### src/rtl/multi_chan_gated_counter_pkg.sv
// -----------------------------------------------------------------------------
// mcgc_pkg
// Shared constants and helpers for the multi-channel gated counter.
//   MCGC_CHANNELS   : default number of channels
//   MCGC_WIDTH      : default per-channel count width
//   MCGC_MODULUS    : default count sequence length (0..MODULUS-1)
//   MCGC_STOP_DELAY : default stop-echo delay in cycles
//   mcgc_params_ok(): legality check used at elaboration by the top level
// -----------------------------------------------------------------------------
package mcgc_pkg;

  localparam int MCGC_CHANNELS   = 4;
  localparam int MCGC_WIDTH      = 4;
  localparam int MCGC_MODULUS    = 14;
  localparam int MCGC_STOP_DELAY = 2;

  // Legal ranges: CHANNELS 1..16, WIDTH 2..16, MODULUS 2..2**WIDTH,
  // STOP_DELAY 1..8.
  function automatic bit mcgc_params_ok(input int channels, input int width,
                                        input int modulus, input int stop_delay);
    bit ok;
    ok = 1'b1;
    if (channels < 1 || channels > 16) ok = 1'b0;
    if (width < 2 || width > 16) ok = 1'b0;
    if (modulus < 2) ok = 1'b0;
    if (width >= 2 && width <= 16 && modulus > (1 << width)) ok = 1'b0;
    if (stop_delay < 1 || stop_delay > 8) ok = 1'b0;
    return ok;
  endfunction

endpackage

### src/rtl/multi_chan_gated_counter_if.sv
// -----------------------------------------------------------------------------
// multi_chan_gated_counter_if
// Bundles the per-channel control and status vectors of the counter.
//   start    [CHANNELS]        : run request, level sampled every rising edge
//   stop     [CHANNELS]        : halt request, level sampled every rising edge
//   count    [CHANNELS*WIDTH]  : channel n count at [n*WIDTH +: WIDTH]
//   running  [CHANNELS]        : registered per-channel enable
//   wrap     [CHANNELS]        : one-cycle pulse when count returns to 0
//   stop_dly [CHANNELS]        : stop echoed STOP_DELAY cycles later
//   load / load_val            : only present when MCGC_LOAD_EN is defined
// Modports: master = stimulus side, slave = counter side.
//
// Signalling: there is no valid/ready handshake. Every input is a level that
// the counter samples on each rising clk edge; a request held for N edges is
// seen N times. All outputs are registered and change only on clk or reset.
// -----------------------------------------------------------------------------
interface multi_chan_gated_counter_if
  import mcgc_pkg::*;
#(
  parameter int CHANNELS = MCGC_CHANNELS,
  parameter int WIDTH    = MCGC_WIDTH
) ();

  logic [CHANNELS-1:0]       start;
  logic [CHANNELS-1:0]       stop;
  logic [CHANNELS*WIDTH-1:0] count;
  logic [CHANNELS-1:0]       running;
  logic [CHANNELS-1:0]       wrap;
  logic [CHANNELS-1:0]       stop_dly;
`ifdef MCGC_LOAD_EN
  logic [CHANNELS-1:0]       load;
  logic [CHANNELS*WIDTH-1:0] load_val;
`endif

`ifdef MCGC_LOAD_EN
  modport master (output start, stop, load, load_val,
                  input  count, running, wrap, stop_dly);
  modport slave  (input  start, stop, load, load_val,
                  output count, running, wrap, stop_dly);
`else
  modport master (output start, stop,
                  input  count, running, wrap, stop_dly);
  modport slave  (input  start, stop,
                  output count, running, wrap, stop_dly);
`endif

endinterface

### src/rtl/multi_chan_gated_counter_channel.sv
// -----------------------------------------------------------------------------
// mcgc_channel
// One counter channel: enable flop, modulo counter with wrap pulse, and a
// STOP_DELAY-stage shift register echoing stop.
// Optional feature macro: MCGC_LOAD_EN (adds i_load / i_load_val).
// Ports:
//   clk, reset   : clock, asynchronous active-high reset
//   i_start      : run request (wins over i_stop)
//   i_stop       : halt request
//   i_load       : (MCGC_LOAD_EN) load i_load_val into the counter
//   i_load_val   : (MCGC_LOAD_EN) value to load; values >= MODULUS load 0
//   o_count      : current count, always < MODULUS
//   o_running    : registered enable (also the channel's visible state)
//   o_wrap       : high for the cycle the count shows 0 after MODULUS-1
//   o_stop_dly   : i_stop delayed by STOP_DELAY cycles
// -----------------------------------------------------------------------------
module mcgc_channel
  import mcgc_pkg::*;
#(
  parameter int WIDTH      = MCGC_WIDTH,
  parameter int MODULUS    = MCGC_MODULUS,
  parameter int STOP_DELAY = MCGC_STOP_DELAY
) (
  input  logic             clk,
  input  logic             reset,
  input  logic             i_start,
  input  logic             i_stop,
`ifdef MCGC_LOAD_EN
  input  logic             i_load,
  input  logic [WIDTH-1:0] i_load_val,
`endif
  output logic [WIDTH-1:0] o_count,
  output logic             o_running,
  output logic             o_wrap,
  output logic             o_stop_dly
);

  localparam logic [WIDTH-1:0] LP_LAST = WIDTH'(MODULUS - 1);

  logic                  r_running;
  logic [WIDTH-1:0]      r_count;
  logic                  r_wrap;
  logic [STOP_DELAY-1:0] r_stop_sr;

  logic                  w_running_nxt;
  logic [WIDTH-1:0]      w_count_nxt;
  logic                  w_wrap_nxt;

  // Enable: start has priority, stop clears, otherwise hold.
  always_comb begin
    w_running_nxt = r_running;
    if (i_start) begin
      w_running_nxt = 1'b1;
    end else if (i_stop) begin
      w_running_nxt = 1'b0;
    end
  end

  // Counter: the increment uses the enable as it was before the edge, so the
  // first increment lands one cycle after start is sampled. At MODULUS-1 the
  // counter loads 0 explicitly, which also covers MODULUS == 2**WIDTH.
  always_comb begin
    w_count_nxt = r_count;
    w_wrap_nxt  = 1'b0;
    if (r_running) begin
      if (r_count == LP_LAST) begin
        w_count_nxt = '0;
        w_wrap_nxt  = 1'b1;
      end else begin
        w_count_nxt = r_count + WIDTH'(1);
      end
    end
`ifdef MCGC_LOAD_EN
    // Load overrides increment and wrap; out-of-range values clamp to 0 so
    // the count never leaves 0..MODULUS-1.
    if (i_load) begin
      w_wrap_nxt = 1'b0;
      if ({1'b0, i_load_val} > {1'b0, LP_LAST}) begin
        w_count_nxt = '0;
      end else begin
        w_count_nxt = i_load_val;
      end
    end
`endif
  end

  always_ff @(posedge clk or posedge reset) begin
    if (reset) begin
      r_running <= 1'b0;
      r_count   <= '0;
      r_wrap    <= 1'b0;
    end else begin
      r_running <= w_running_nxt;
      r_count   <= w_count_nxt;
      r_wrap    <= w_wrap_nxt;
    end
  end

  // Stage 0 captures stop; the last stage is the echo.
  always_ff @(posedge clk or posedge reset) begin
    if (reset) begin
      r_stop_sr <= '0;
    end else begin
      r_stop_sr[0] <= i_stop;
      for (int i = 1; i < STOP_DELAY; i++) begin
        r_stop_sr[i] <= r_stop_sr[i-1];
      end
    end
  end

  assign o_count    = r_count;
  assign o_running  = r_running;
  assign o_wrap     = r_wrap;
  assign o_stop_dly = r_stop_sr[STOP_DELAY-1];

endmodule

### src/rtl/multi_chan_gated_counter.sv
// -----------------------------------------------------------------------------
// multi_chan_gated_counter
// CHANNELS independent start/stop-gated modulo counters, each with a wrap
// pulse and a delayed stop echo.
// Optional feature macro: MCGC_LOAD_EN (per-channel synchronous load).
// Parameters: CHANNELS (1..16), WIDTH (2..16), MODULUS (2..2**WIDTH),
//             STOP_DELAY (1..8); illegal values stop elaboration.
// Ports:
//   clk   : clock, all state on the rising edge
//   reset : asynchronous, active-high reset
//   bus   : multi_chan_gated_counter_if.slave carrying start, stop, count,
//           running, wrap, stop_dly (and load, load_val with MCGC_LOAD_EN)
// -----------------------------------------------------------------------------
module multi_chan_gated_counter
  import mcgc_pkg::*;
#(
  parameter int CHANNELS   = MCGC_CHANNELS,
  parameter int WIDTH      = MCGC_WIDTH,
  parameter int MODULUS    = MCGC_MODULUS,
  parameter int STOP_DELAY = MCGC_STOP_DELAY
) (
  input logic                        clk,
  input logic                        reset,
  multi_chan_gated_counter_if.slave  bus
);

  if (!mcgc_params_ok(CHANNELS, WIDTH, MODULUS, STOP_DELAY)) begin : g_bad_params
    $fatal(1, "multi_chan_gated_counter: illegal parameter set");
  end

  logic [CHANNELS*WIDTH-1:0] w_count;
  logic [CHANNELS-1:0]       w_running;
  logic [CHANNELS-1:0]       w_wrap;
  logic [CHANNELS-1:0]       w_stop_dly;

  for (genvar g = 0; g < CHANNELS; g++) begin : g_chan
    mcgc_channel #(
      .WIDTH      (WIDTH),
      .MODULUS    (MODULUS),
      .STOP_DELAY (STOP_DELAY)
    ) u_chan (
      .clk        (clk),
      .reset      (reset),
      .i_start    (bus.start[g]),
      .i_stop     (bus.stop[g]),
`ifdef MCGC_LOAD_EN
      .i_load     (bus.load[g]),
      .i_load_val (bus.load_val[g*WIDTH +: WIDTH]),
`endif
      .o_count    (w_count[g*WIDTH +: WIDTH]),
      .o_running  (w_running[g]),
      .o_wrap     (w_wrap[g]),
      .o_stop_dly (w_stop_dly[g])
    );
  end

  assign bus.count    = w_count;
  assign bus.running  = w_running;
  assign bus.wrap     = w_wrap;
  assign bus.stop_dly = w_stop_dly;

endmodule

### src/flat_wrapper.sv
// flat-port wrapper written by rule: the top's interface ports become plain ports
module multi_chan_gated_counter_flat import mcgc_pkg::*;
#(
  parameter int CHANNELS   = MCGC_CHANNELS,
  parameter int WIDTH      = MCGC_WIDTH,
  parameter int MODULUS    = MCGC_MODULUS,
  parameter int STOP_DELAY = MCGC_STOP_DELAY
)
  (clk, reset, bus_start, bus_stop, bus_count, bus_running, bus_wrap, bus_stop_dly);
  multi_chan_gated_counter_if #(.CHANNELS(CHANNELS), .WIDTH(WIDTH)) bus_i ();
  input logic clk;
  input logic reset;
  input wire logic [$bits(bus_i.start)-1:0] bus_start;
  input wire logic [$bits(bus_i.stop)-1:0] bus_stop;
  output wire logic [$bits(bus_i.count)-1:0] bus_count;
  output wire logic [$bits(bus_i.running)-1:0] bus_running;
  output wire logic [$bits(bus_i.wrap)-1:0] bus_wrap;
  output wire logic [$bits(bus_i.stop_dly)-1:0] bus_stop_dly;
  assign bus_i.start = bus_start;
  assign bus_i.stop = bus_stop;
  assign bus_count = bus_i.count;
  assign bus_running = bus_i.running;
  assign bus_wrap = bus_i.wrap;
  assign bus_stop_dly = bus_i.stop_dly;
  multi_chan_gated_counter #(.CHANNELS(CHANNELS), .WIDTH(WIDTH), .MODULUS(MODULUS), .STOP_DELAY(STOP_DELAY)) u_core (.clk(clk), .reset(reset), .bus(bus_i));
endmodule
### config.mk
export PLATFORM = sky130hd
export DESIGN_NAME = multi_chan_gated_counter_flat
export DESIGN_NICKNAME = d
export VERILOG_FILES = /design/src/rtl/multi_chan_gated_counter_pkg.sv /design/src/rtl/multi_chan_gated_counter_if.sv /design/src/rtl/multi_chan_gated_counter_channel.sv /design/src/rtl/multi_chan_gated_counter.sv /design/src/flat_wrapper.sv
export SDC_FILE = /design/constraint.sdc
export NUM_CORES = 1
export LEC_CHECK = 0
export CAP_MARGIN = 5
export CORE_AREA = 2 2 70 72
export CTS_BUF_LIST = sky130_fd_sc_hd__clkbuf_4 sky130_fd_sc_hd__clkbuf_8
export DETAILED_ROUTE_END_ITERATION = 8
export DIE_AREA = 0 0 72 74
export PLACE_DENSITY = 0.52
export SYNTH_ARGS = -nofsm -noshare
export SYNTH_HDL_FRONTEND = slang
export SYNTH_SLANG_ARGS = --single-unit
### constraint.sdc
create_clock -name clk -period 0.9 [get_ports clk]
set_input_delay 0.135 -clock clk [delete_from_list [all_inputs] [get_ports clk]]
set_output_delay 0.135 -clock clk [all_outputs]
set_load 0.01 [all_outputs]
Yosys cells after proc, flatten, opt, wreduce, memory -nomap -nowiden
Cells that the tools add are included.
- $add $sub $neg: 4
- multiply operators: 0
- divide/modulo/power cells: 0
- order comparisons: 0
- eq/ne operators: 4
- shift-type cells: 0
- mux-type cells: 20
- bitwise logic cells: 0
- reduce and logical (&&, ||, !) cells: 4
- operators with widths (cell ; number):
    $add 4x1->4 const B ; 4
    $eq 4x4->1 const B ; 4
    $mux 1 ; 16
    $mux 4 ; 4
    $reduce_bool 2->1 ; 4
- bits in registers: 32
- bits in latches: 0
- RAM bits: 0
- bits in read-only memories: 0
- input bits: 10
- output and inout port bits: 28
- logic and storage cells: 48
- memories: 0

Longest topological paths before layout
- depth in word-level cells: 3
- depth in mapped cells: 2
- mapped depth without buffers: 2

Hierarchy
Synthesis repeated with hierarchy kept, for this count alone.
- cell total of the unflattened synthesis: 92
- area, all modules: 1256.2 sq um
- modules (own cells, without submodules) (module ; instances ; cells each ; area an instance (sq um) ; seq. area each (sq um)):
    mcgc_channel ; 4 ; 23 ; 314.1 ; 200.2

Worst setup path before layout
No wires, ideal clock.
- path type: register to register
- from: register u_core.g_chan[2].u_chan.r_count[0]
- to: register u_core.g_chan[2].u_chan.r_count[1]
- setup time: 0.125 ns
- arrival: 0.852 ns
- required time: 0.775 ns
- path slack: -0.077 ns
- stages on the path, launching flop included: 3
- path buffers: 0
- clock period less this slack: 0.977 ns
- cells stage by stage: dfrtp_1 -> nand2_2 -> mux2_4
- longest elaborated chain between the ends: 2
- elaborated cells on any way between the ends: 3
- classes of those cells: add/sub (1); eq/ne (1); mux (1)
- RTL lines (item ; RTL line ; RTL):
    start, declared ; multi_chan_gated_counter_channel.sv:41 ; logic [WIDTH-1:0] r_count;
    start signal, assigned ; multi_chan_gated_counter_channel.sv:94 ; r_count <= w_count_nxt;
    $add 4x1->4 / $eq 4x4->1 (equally long branches) ; multi_chan_gated_counter_channel.sv:70, multi_chan_gated_counter_channel.sv:66 ;
    $mux 4 * ; multi_chan_gated_counter_channel.sv:66 ; if (r_count == LP_LAST) begin
Every way passes the cells marked *; elsewhere a longest branch is shown, timed or not.
A chain may end at the register's enable or synchronous reset.

Final worst setup path
- from: register u_core.g_chan[0].u_chan.r_count[0]
- to: register u_core.g_chan[0].u_chan.r_count[1]
- longest elaborated chain between the ends: 2
- elaborated cells on any way between the ends: 3
- classes of those cells: add/sub (1); eq/ne (1); mux (1)
- RTL lines (item ; RTL line):
    start, declared ; multi_chan_gated_counter_channel.sv:41
    start signal, assigned ; multi_chan_gated_counter_channel.sv:94
    $add 4x1->4 / $eq 4x4->1 (equally long branches) ; multi_chan_gated_counter_channel.sv:70, multi_chan_gated_counter_channel.sv:66
    $mux 4 * ; multi_chan_gated_counter_channel.sv:66
Marks and branches as above.

==> flow_metrics.tcl <==
set metrics [dict create \
    synthFlopType "dfrtp_1" \
    setup_viol 45 \
    hold_class "primary input to asynchronous set/reset pin" \
    worst_slack_ns -0.1447 \
    syn_area_per_cell_um2 13.09 \
    leakage_nw 1.089 \
    ant_nets 0 \
    clock_path_buffers 2 \
    p_int_w 0.004925 \
    clkPwrFrac_pct 15.4 \
    place_ws_ns -0.1428 \
    ctsHoldBuffers 0 \
    initial_core_util_pct 28.76 \
    antenna_found_initial 0 \
    first_pass_iters 4 \
    finalSetupTns_ns -2.316 \
    clk_latency_ns 0.28 \
    ios 38 \
    grt.overflow.total 0 \
    synth_warnings 0 \
    final_util_pct 48.54 \
    synth_edf_count 0 \
    grt_start_max_net_pins 20 \
    critPathMaxStageDelay_ns 0.44 \
    drv_cap 0 \
    n_antenna_cell 0 \
    synth_top_area_cell "dfrtp_1" \
    cp.required_ns 1.06 \
    irDropWorstVdd_mv 1.593 \
    drv_slew 0 \
    drive_gt1_share_pct 63.07 \
    fillers 415 \
    syn_to_final_growth_pct 68.78 \
    yosys_register_bits 32 \
    num_vias 1007 \
    grt_pass1_wl_um 5023 \
    yosys.area.top_type_share_pct 60.55 \
    path_clk_slew_ns 0.07 \
    end_kind "register" \
    fmax_ghz 0.9572 \
    grt_pass1_vias 1058 \
    status "finished, violations left" \
    arrival_ns 1.20 \
    nets 185 \
    finClkSkew_ns 0.003368 \
    core_area_um2 4598 \
    synth_area_leaders "dfrtp_1 61%, buf_4 6.8%, mux2_4 6.8%" \
    vias_per_cell 4.378 \
    critPathLaunchType "register" \
    switchingPower_w 0.002397 \
    htreeDepth 2 \
    cts_made_buffers 5 \
    portBuffers 37 \
    num_rows 25 \
    grt_usage_pct 12.49 \
    synth.distinct_cells 21 \
    worst_pin_slew_ns 0.2043 \
    pwr-share-comb_pct 54.7 \
    fin_crit_ns 1.045 \
    root_buffer "clkbuf_8" \
    power.density_nw_per_um2 3280 \
    dr.first_iter.drc_count 47 \
    crit_slowest_cell "dfrtp_2" \
    wl_um 3032 \
    cp_num_buf_inv 1 \
    hpwl_um 1978 \
    hold_viol 0 \
    cp_max_fo 3 \
    async_reset_ff_share_pct 100.0 \
    dieArea_um2 5328 \
    synth_fp_nets 111 \
    die_w_um 72 \
    tritoncts "yes" \
    rsz0062_at_grt "true" \
    cts_sinks 32 \
    drc 0 \
    synth_area_um2 1323 \
    critical_path_class "register to register" \
    ys_seq_area_share_pct 60.55 \
    yosysMostFrequentCell "dfrtp_1" \
    crit_family "flip-flops" \
    p_sw_share_pct 32.74 \
    synthCells 101 \
    violations "setup timing" \
    min_period_over_period_pct 116.1 \
    die_h_um 74 \
    place_congestion 0.6547 \
    maxSlewHeadroom_pct 86.32 \
    path_cells "buf_6 -> nand2_4 -> mux2_4" \
    wl_per_cell_um 13.18 \
    synthTopCellsByCount "32 x dfrtp_1, 12 x buf_4, 6 x mux2_4, 5 x inv_1" \
    seq_power_share_pct 29.9 \
]
## final cells by class
class | count | area [um^2] | area share, %
well taps | 54 | 67.56 | 3.027
clock buffers | 6 | 82.58 | 3.700
repair buffers | 79 | 734.5 | 32.90
flip-flops and latches | 32 | 810.8 | 36.32
inverters | 5 | 18.77 | 0.8408
clock inverters | 2 | 10.01 | 0.4484
multi-input cells | 52 | 508.0 | 22.76
## cells in the final DEF (no fill, tap or decap)
cell / Yosys / routed
nor2b_1: 4 / 2
and3b_1: 1 / 1
nor2b_4: 0 / 2
a21o_4: 0 / 1
a21o_2: 2 / 1
nand2_1: 4 / 4
inv_1: 5 / 5
xor2_2: 0 / 1
a21o_1: 3 / 3
nor3_2: 0 / 2
nand2b_1: 4 / 3
mux2_4: 6 / 6
dfrtp_2: 0 / 8
a21oi_1: 3 / 2
o2bb2ai_1: 4 / 3
mux2i_1: 1 / 1
buf_6: 0 / 39
nand2b_4: 0 / 1
a21boi_1: 0 / 1
a21oi_2: 0 / 1
xor2_1: 4 / 3
o211a_1: 1 / 1
o211ai_1: 3 / 3
clkinv_2: 0 / 2
buf_4: 12 / 8
nor3_4: 0 / 1
dfrtp_1: 32 / 24
clkbuf_8: 0 / 6
nand2_2: 3 / 1
nand3_2: 3 / 4
nand2_4: 0 / 2
nand3_4: 0 / 1
buf_12: 0 / 2
buf_2: 0 / 21
o2bb2ai_2: 0 / 1
clkdlybuf4s50_1: 0 / 9
## registers in the layout, indices dropped and copies added, names as in the netlist
signal                          flops
u_core.g_chan.u_chan.o_count       16
u_core.g_chan.u_chan.o_running      4
u_core.g_chan.u_chan.o_wrap         4
u_core.g_chan.u_chan.r_stop_sr      8
## worst register-to-register path, stage by stage, from the launching register on
cell	delay, ns
dfrtp_2	0.44
buf_6	0.13
nand2_4	0.06
mux2_4	0.30
## final timing paths
check                                                               startpoint                                             end  slack (ns)  cells past startpoint
worst max-delay path            u_core.g_chan[0].u_chan.o_count[0]$_DFFE_PP0P_  u_core.g_chan[0].u_chan.o_count[1]$_DFFE_PP0P_       -0.14                      3
worst min-delay path                                                     reset  u_core.g_chan[0].u_chan.o_count[0]$_DFFE_PP0P_        0.25                      3
worst max register to register  u_core.g_chan[0].u_chan.o_count[0]$_DFFE_PP0P_  u_core.g_chan[0].u_chan.o_count[1]$_DFFE_PP0P_       -0.14                      3
worst min register to register  u_core.g_chan[0].u_chan.r_stop_sr[0]$_DFF_PP0_  u_core.g_chan[0].u_chan.r_stop_sr[1]$_DFF_PP0_        0.35                      0
max in group asynchronous                                                reset  u_core.g_chan[3].u_chan.o_count[0]$_DFFE_PP0P_        0.49                      3
min in group clk                                                   bus_stop[0]  u_core.g_chan[0].u_chan.r_stop_sr[0]$_DFF_PP0_        0.32                      1
## power groups by stage
stage	sequential (W)	clock, W	combinational, W
after floorplan	0.00257	0	0.000970
after global placement	0.00213	0	0.00314
after detailed placement	0.00216	0	0.00318
after CTS	0.00216	0.00117	0.00361
after global routing	0.00224	0.00124	0.00429
final	0.00219	0.00113	0.00401
## stage by stage
stage                     hold slack [ns]  cells  power, W  area [um^2]
after detailed placement           0.3403    213  0.005342         1953
after floorplan                    0.1664    101  0.003542         1333
final                              0.2502    230  0.007322         2232
after global routing               0.2588    230  0.007779         2232
after CTS                          0.2466    230  0.006938         2125
after global placement             0.3324    213  0.005270         1953
## cells by family (layout without fill, tap and decap cells)
logic type | after synthesis | after routing | synth area share [%]
flip-flops | 32 | 32 | 60.55
AND/OR/NAND/NOR | 24 | 24 | 11.16
AO/OA/AOI/OAI | 17 | 17 | 9.839
buffers and inverters | 17 | 92 | 8.231
multiplexers | 7 | 7 | 7.569
XOR/XNOR | 4 | 4 | 2.649
## layer usage
layer	share of wire, %	routed length, um	vias to the layer above	GRT usage [%]
met2	53	1598	25	20.37
met3	5.2	157	4	4.472
met1	41	1239	497	15.46
li1	-	-	481	-
met5	0	0	-	0
met4	1.2	37	0	4.403
## timing repair
item,4_1_cts,5_1_grt
setup buffers,9,1
pin swaps,9,14
resized for setup,148,21
endpoints found under the setup margin,50,52
(Power assumes the default switching activity.)
==> edit, RTL diff (config.mk and constraints unchanged) <==
The package constant `MCGC_STOP_DELAY` goes from 2 to 1.
--- a/src/rtl/multi_chan_gated_counter_pkg.sv
+++ b/src/rtl/multi_chan_gated_counter_pkg.sv
@@ -12,7 +12,7 @@
   localparam int MCGC_CHANNELS   = 4;
   localparam int MCGC_WIDTH      = 4;
   localparam int MCGC_MODULUS    = 14;
-  localparam int MCGC_STOP_DELAY = 2;
+  localparam int MCGC_STOP_DELAY = 1;
 
   // Legal ranges: CHANNELS 1..16, WIDTH 2..16, MODULUS 2..2**WIDTH,
   // STOP_DELAY 1..8.
Behaviour: not the same (a bounded check fails within 4 cycles, from zero or initial values and one cycle with reset high).
==> edit against the original RTL <==
The flow still finishes with violations (setup timing); final area is 11% lower; worst setup slack better by 0.00057 ns; largest cell class unchanged; synthesized cell count down 5.9%; wire length decreased by 15%; power decreased by 12%; area after synthesis is 7.3% lower; global-route usage is 2.0 points lower; sequential cell count down 4; critical path type unchanged.
==> edit: results (changes against the original RTL) <==
largest_register_ffs: 16  # unchanged
wire_per_inst_microns: 12.0  # -8.8%
ys_types: 18  # -14%
finalSetupViolations: 46  # +2.2%
max_stage_delay_ns: 0.43
yosysWarningCount: 0  # unchanged
nets: 172  # -7.0%
fin_skew_ns: 0.00130  # -0.00207 ns
synthArstFlopShare: 1.00  # unchanged
cts.path.max_buffers: 2  # unchanged
max_slew_margin: 0.887  # +0.0243
ys.flop_type: "dfrtp_1"
setup_slack_ns: -0.144  # +0.000570 ns
ir_worst_vdd_v: 0.00132  # -17%
path_clk_slew_ns: 0.09  # +0.02 ns
grt_pass1_vias: 981  # -7.3%
cp_top_family: "flip-flops"
seq_area_sq_um: 706  # -13%
h-tree-depth: 1  # -1
grt_max_degree: 29  # +45%
drtIter0Drc: 35  # -26%
p_leak_uw: 0.000973  # -11%
syn-num-nets: 105  # -5.4%
gp_congestion: 0.699  # +6.7%
synth_commonest_cells: "28 x dfrtp_1, 12 x buf_4, 8 x mux2_4, 5 x inv_1"
numCtsBuffers: 3  # -2
grtUsageTotal: 0.105  # -0.0200
slowest_stage: "dfrtp_2"
dp_hpwl_mm: 1.75  # -11%
drc: 0  # unchanged
dpl_cell_area_sq_mm: 0.00179  # -8.3%
crit_fanout: 4  # +1
drive_above_1_share: 0.590  # -0.0406
antenna_cells: 0  # unchanged
synth-seq-area-share: 0.571  # -0.0341
antenna_found_initial: 0  # unchanged
clock_latency_ns: 0.27
cts_root_buf: "clkbuf_8"
place_inst: 200  # -6.1%
grt_pass1_wl_mm: 4.42  # -12%
synth.area.top_cells: "dfrtp_1 57%, mux2_4 9.8%, buf_4 7.3%, nand3_2 3.3%, o2bb2ai_1 2.9%"
port_buffers: 37  # unchanged
fill_cells: 456  # +9.9%
post-place-ws_ns: -0.199  # -0.0564 ns
synthCells: 95  # -5.9%
outcome: "finished with violations"
min_path_type: "in2async"
finalWirelength_mm: 2.59  # -15%
dr.pass1.iters: 4  # unchanged
cp.arrival_ns: 1.21
violations: "setup timing"
viasPerCell: 4.32  # -1.3%
edit: path summary, 6_finish.rpt:
| check | startpoint | to | slack [ns] | depth (start not counted) |
|---|---|---|---|---|
| setup / recovery | u_core.g_chan[0].u_chan.o_count[0]$_DFFE_PP0P_ | u_core.g_chan[0].u_chan.o_count[3]$_DFFE_PP0P_ | -0.14 | 3 |
| hold / removal | reset | u_core.g_chan[3].u_chan.o_stop_dly$_DFF_PP0_ | 0.19 | 3 |
| setup reg to reg | u_core.g_chan[0].u_chan.o_count[0]$_DFFE_PP0P_ | u_core.g_chan[0].u_chan.o_count[3]$_DFFE_PP0P_ | -0.14 | 3 |
| hold reg to reg | u_core.g_chan[2].u_chan.o_count[1]$_DFFE_PP0P_ | u_core.g_chan[2].u_chan.o_wrap$_DFF_PP0_ | 0.55 | 2 |
| max in group asynchronous | reset | u_core.g_chan[1].u_chan.o_count[1]$_DFFE_PP0P_ | 0.53 | 3 |
| min in group clk | bus_stop[3] | u_core.g_chan[3].u_chan.o_stop_dly$_DFF_PP0_ | 0.33 | 1 |
edit: per-stage QoR:
step	hold WS [ns]	TNS, ns
after floorplan	0.166	-0.506
after global placement	0.461	-4.06
after detailed placement	0.465	-4.42
after CTS	0.193	-2.91
after global routing	0.212	-4.20
final	0.188	-2.38
edit: per-layer routing:
layer | track usage | part of all wire
met1 | 0.123 | 0.40
met5 | 0 | 0
met2 | 0.185 | 0.52
met3 | 0.0312 | 0.077
met4 | 0.0356 | 0.0054
edit: timing repair:
action / CTS / global route
pin swaps: 11 / 13
setup endpoints to repair: 49 / 49
resized for setup: 146 / 13
hold endpoints to repair: 0 / 0
hold buffers: 0 / 0
cloned: 0 / 0
buffers inserted: 12 / 2
edit: worst register-to-register path, stage by stage (launching register included):
cell	delay, ns
dfrtp_2	0.43
buf_6	0.14
nand3_4	0.07
mux2_4	0.30
edit: power breakdown:
| part | internal (uW) | switching, uW |
|---|---|---|
| Combinational | 2250 | 1440 |
| Sequential | 1680 | 265 |
| Clock | 391 | 388 |
edit: logic make-up (layout without fill, tap and decap cells):
kind of cell	Yosys count	in the layout	synth area share
XOR/XNOR	4	4	0.0286
AND/OR/NAND/NOR	22	22	0.118
AO/OA/AOI/OAI	16	16	0.0949
flip-flops	28	28	0.571
multiplexers	8	8	0.0980
buffers and inverters	17	83	0.0888
edit: layout make-up:
cell class	instances	share of cell area
inverters	5	0.00940
flip-flops and latches	28	0.353
well taps	54	0.0338
multi-input cells	50	0.242
clock buffers	4	0.0276
repair buffers	74	0.333
